**src/rtl/pulse_gen_pkg.sv**
```systemverilog
// Shared types and constants for the pulse-train generator.
package pulse_gen_pkg;

  typedef enum logic {
    IDLE = 1'b0,
    RUN  = 1'b1
  } state_t;

  localparam int MIN_PERIOD   = 2;
  localparam int RESET_PERIOD = 2;
  localparam int RESET_HIGH   = 1;

endpackage

```
**src/rtl/pulse_width_generator.sv**
```systemverilog
// Programmable pulse-train generator with double-buffered period/high-time
// configuration so that reconfiguration only lands on period boundaries.
module pulse_width_generator
  import pulse_gen_pkg::*;
#(
  parameter int W  = 32,
  parameter int NW = 16
) (
  input  logic          clk,
  input  logic          rst,
  input  logic          cfg_wr,
  input  logic [W-1:0]  cfg_period,
  input  logic [W-1:0]  cfg_high,
  input  logic [NW-1:0] cfg_num,
  input  logic          start,
  input  logic          stop,
  output logic          pulse_out,
  output logic          busy,
  output logic          done,
  output logic [NW-1:0] pulse_idx
);

  state_t        state;
  logic [W-1:0]  pend_period;
  logic [W-1:0]  pend_high;
  logic [W-1:0]  act_period;
  logic [W-1:0]  act_high;
  logic [W-1:0]  cnt;
  logic [NW-1:0] remaining;
  logic          finite;
  logic          stop_req;

  logic [W-1:0]  pend_period_eff;
  logic [W-1:0]  cnt_next;
  logic          at_boundary;
  logic          train_end;

  // Period is clamped once when it moves into the active set.
  always_comb begin
    pend_period_eff = (pend_period < W'(MIN_PERIOD)) ? W'(MIN_PERIOD) : pend_period;
    cnt_next        = cnt + W'(1);
    at_boundary     = (cnt == act_period - W'(1));
    train_end       = (finite && (remaining == NW'(1))) || stop_req || stop;
  end

  always_ff @(posedge clk) begin
    if (rst) begin
      state       <= IDLE;
      pend_period <= W'(RESET_PERIOD);
      pend_high   <= W'(RESET_HIGH);
      act_period  <= W'(RESET_PERIOD);
      act_high    <= W'(RESET_HIGH);
      cnt         <= '0;
      remaining   <= '0;
      finite      <= 1'b0;
      stop_req    <= 1'b0;
      pulse_out   <= 1'b0;
      busy        <= 1'b0;
      done        <= 1'b0;
      pulse_idx   <= '0;
    end else begin
      done <= 1'b0;
      if (cfg_wr) begin
        pend_period <= cfg_period;
        pend_high   <= cfg_high;
      end

      case (state)
        IDLE: begin
          if (start && !stop) begin
            state      <= RUN;
            busy       <= 1'b1;
            act_period <= pend_period_eff;
            act_high   <= pend_high;
            cnt        <= '0;
            pulse_idx  <= '0;
            remaining  <= cfg_num;
            finite     <= (cfg_num != '0);
            stop_req   <= 1'b0;
            pulse_out  <= (pend_high != '0);
          end
        end

        RUN: begin
          if (stop) begin
            stop_req <= 1'b1;
          end
          // The output is registered, so it is computed from the cnt of the next cycle.
          if (at_boundary) begin
            pulse_idx <= pulse_idx + NW'(1);
            cnt       <= '0;
            if (train_end) begin
              state     <= IDLE;
              busy      <= 1'b0;
              done      <= 1'b1;
              pulse_out <= 1'b0;
              stop_req  <= 1'b0;
            end else begin
              act_period <= pend_period_eff;
              act_high   <= pend_high;
              pulse_out  <= (pend_high != '0);
              if (finite) begin
                remaining <= remaining - NW'(1);
              end
            end
          end else begin
            cnt       <= cnt_next;
            pulse_out <= (cnt_next < act_high);
          end
        end

        default: state <= IDLE;
      endcase
    end
  end

endmodule

```
**config.mk**
```make
export PLATFORM = sky130hd
export DESIGN_NAME = pulse_width_generator
export DESIGN_NICKNAME = d
export VERILOG_FILES = /design/src/rtl/pulse_gen_pkg.sv /design/src/rtl/pulse_width_generator.sv
export SDC_FILE = /design/constraint.sdc
export NUM_CORES = 1
export LEC_CHECK = 0
export BUFFER_PORTS_ARGS = -buffer_cell sky130_fd_sc_hd__buf_2
export CELL_PAD_IN_SITES_DETAIL_PLACEMENT = 1
export CELL_PAD_IN_SITES_GLOBAL_PLACEMENT = 2
export CORE_MARGIN = 5
export CORE_UTILIZATION = 35
export CTS_CLUSTER_DIAMETER = 150
export DETAILED_ROUTE_END_ITERATION = 16
export PLACE_DENSITY_LB_ADDON = 0.1
export SYNTH_ARGS = -nofsm -noshare
export SYNTH_HDL_FRONTEND = slang
export SYNTH_SLANG_ARGS = --single-unit
```
**constraint.sdc**
```tcl
create_clock -name clk -period 7.3 [get_ports clk]
set_input_delay 0 -clock clk [delete_from_list [all_inputs] [get_ports clk]]
set_output_delay 0 -clock clk [all_outputs]
set_load 0.005 [all_outputs]
```
==> results.yml <==
status:
  status: "finished, final reports clean"
final_layout:
  drive_gt1_share_pct: 11.7
  fillers: 3551
  syn2layout_area_growth_pct: 20.1
  final_cells: 1799
  diodes: 0
  nets: 1517
routing:
  drtPass1Iterations: 4
  drc: 0
  drtIter0Drc: 460
  ant_nets: 0
  wirelength_mm: 33.6
  vias: 9772
  vias_per_cell: 5.43
  wire_per_inst_um: 18.7
timing:
  max_freq_mhz: 213
  whs_ns: 0.0382
  min_period_over_period_pct: 64.4
  fin_crit_ns: 4.70
  setup_viol: 0
  layout_setup_ws_ns: 2.60
  finalHoldViolations: 0
  slew_headroom_pct: 27.9
  fin_skew_ns: 0.00952
  maxSlewViolCount: 0
  rsz0062_at_grt: "false"
  tns_ns: 0
  worst_slew_pin_slew_ns: 1.08
floorplan:
  fp.dieArea_um2: 33500
  io_pins: 104
  row_count: 63
  dieHeight_um: 183
  die_width_um: 183
  start_util_pct: 35.4
  core_um2: 29600
worst_setup_path:
  r2r-start: "act_period[9]"
  cp_data_arrival_time_ns: 5.09
  max_stage_delay_ns: 0.70
  critical_path.cell_chain: "or4_1 -> or4_4 -> o41ai_1 -> nand4b_1 -> nor4_4 -> nand4_4 -> buf_4 -> o31a_1 -> a211oi_1 -> dlygate4sd3_1"
  slowest_stage: "or4_1"
  startpoint_type: "flop"
  critPathKind: "reg -> reg"
  crit_required_ns: 7.69
  worst-path-max-fanout: 78
  crit_path_start: "act_period[9]"
  critPathCaptureType: "flop"
placement:
  dp.cells: 1687
  place_hpwl_mm: 23.7
  dp_slack_ns: 3.05
  gp_congestion: 0.837
  port_buffers: 103
synth:
  synth_edf_count: 0
  synthCells: 1274
  yosys_warnings: 0
  synth_area_um2: 10500
  synth.most_common_cell: "dfxtp_1"
  syn_nets: 1395
  yosysSeqAreaShare_pct: 37.8
  netlist_top_cells_count: "dfxtp_1, nor2_1, nand2_1"
  yosys-top-cells-area: "dfxtp_1, mux2i_1, nand4_1, nor2_1, nand2_1"
  synthArstFlopShare_pct: 0
  synth_ff_type: "dfxtp_1"
  ys_ff_latch: 198
  yosys.area.top_type: "dfxtp_1"
  postSynthAreaPerCell_um2: 8.23
  yosys.area.top_type_share_pct: 37.8
  synth_cell_type_count: 67
clock_tree:
  clock_latency_ns: 0.45
  clk_pin_slew_ns: 0.07
  cts_setup_buffers: 0
  clockBufferDepth: 2
  cts.sink_count: 198
  cts_tree: "built"
  numCtsBuffers: 17
  cts-root-buf: "clkbuf_16"
  htreeDepth: 4
pwr:
  powerDensity_nw_per_um2: 195
  p_leak_nw: 4.95
  vdd_drop_max_v: 0.000157
global_routing:
  grt_pass1_wl_mm: 53.9
  antenna_found_initial: 0
  grt_max_degree: 85
  overflow: 0
  grtUsageTotal_pct: 19.9
  grt_pass1_vias: 9753
job:
  max-cap-violations: 0
hold_path:
  min_from: "cfg_num[5]"
  worstHoldPathType: "in -> reg"
## metrics by stage
stage,util (%),total power [mW],instance area (um^2)
detailed placement,37.9,1.53,11200
CTS,42.5,2.49,12600
finish,42.5,2.46,12600
global placement,37.9,1.52,11200
global route,42.5,2.58,12600
floorplan,-,1.41,10500
## worst max-delay path: cells and delay by family (launching register included)
family          cells  cell delay, ns
compound gates      3            1.20
simple gates        5            2.02
buf+inv             2            0.93
flops               1            0.38
## timing repair
action	CTS	global route
hold buffers	80	0
resized for setup	0	0
hold endpoints to repair	87	0
## cell usage in the layout, fill, tap and decap left out, types with 17 or more instances in the layout
master	count
ha_1	36
inv_1	45
dlygate4sd3_1	80
a32oi_1	24
o21ai_0	83
a21oi_1	22
clkbuf_16	17
nand2_1	130
xor2_1	26
or3_1	19
xnor2_1	47
nor2_1	134
nor3_1	29
nand3_1	31
nand4_1	86
mux2i_1	68
nor4_1	32
dfxtp_1	198
buf_2	101
## cell type report
type / count / area [um^2] / area share, %
tap: 390 / 488 / 3.88
inverter: 46 / 175 / 1.39
clock buffer: 19 / 443 / 3.52
timing repair buffer: 194 / 1400 / 11.2
sequential: 198 / 3960 / 31.5
clock inverter: 13 / 115 / 0.914
multi-input combinational: 939 / 6000 / 47.7
## per-layer routing
layer  GRT usage [%]  up-vias  routed length (um)
li1                -     4856                   -
met1            28.2     4764               16800
met2            32.5      131               15400
met3            2.60       21                 951
met4            4.50        0                 367
met5               0        -                   0
## sequential cells by signal (all words and copies together) (netlist names), 16 cells and up
signal,flops
act_high,32
act_period,32
cnt,32
pend_high,32
pend_period,32
pulse_idx,16
remaining,16
## worst paths after layout
check	endpoint	slack, ns	depth (start not counted)
max	remaining[9]	2.60	10
max reg2reg	remaining[9]	2.60	10
min reg2reg	act_high[27]	0.46	2
min	finite	0.04	5
## report_power, final
group | leakage (nW) | switching [mW] | internal (mW) | total, mW
registers | 1.62 | 0.0478 | 1.13 | 1.17
logic | 3.06 | 0.214 | 0.150 | 0.364
clock network | 0.270 | 0.465 | 0.457 | 0.922
total | 4.95 | 0.727 | 1.73 | 2.46
## logic make-up after synthesis
| family | share of synthesized area (%) |
|---|---|
| AND/OR/NAND/NOR | 26.0 |
| AO/OA/AOI/OAI | 14.2 |
| flip-flops | 37.8 |
| buffers and inverters | 5.11 |
| XOR/XNOR | 6.10 |
| multiplexers | 6.49 |
| adder cells (fa/ha/maj) | 4.30 |
No activity file was read; power rests on OpenSTA's default activity.
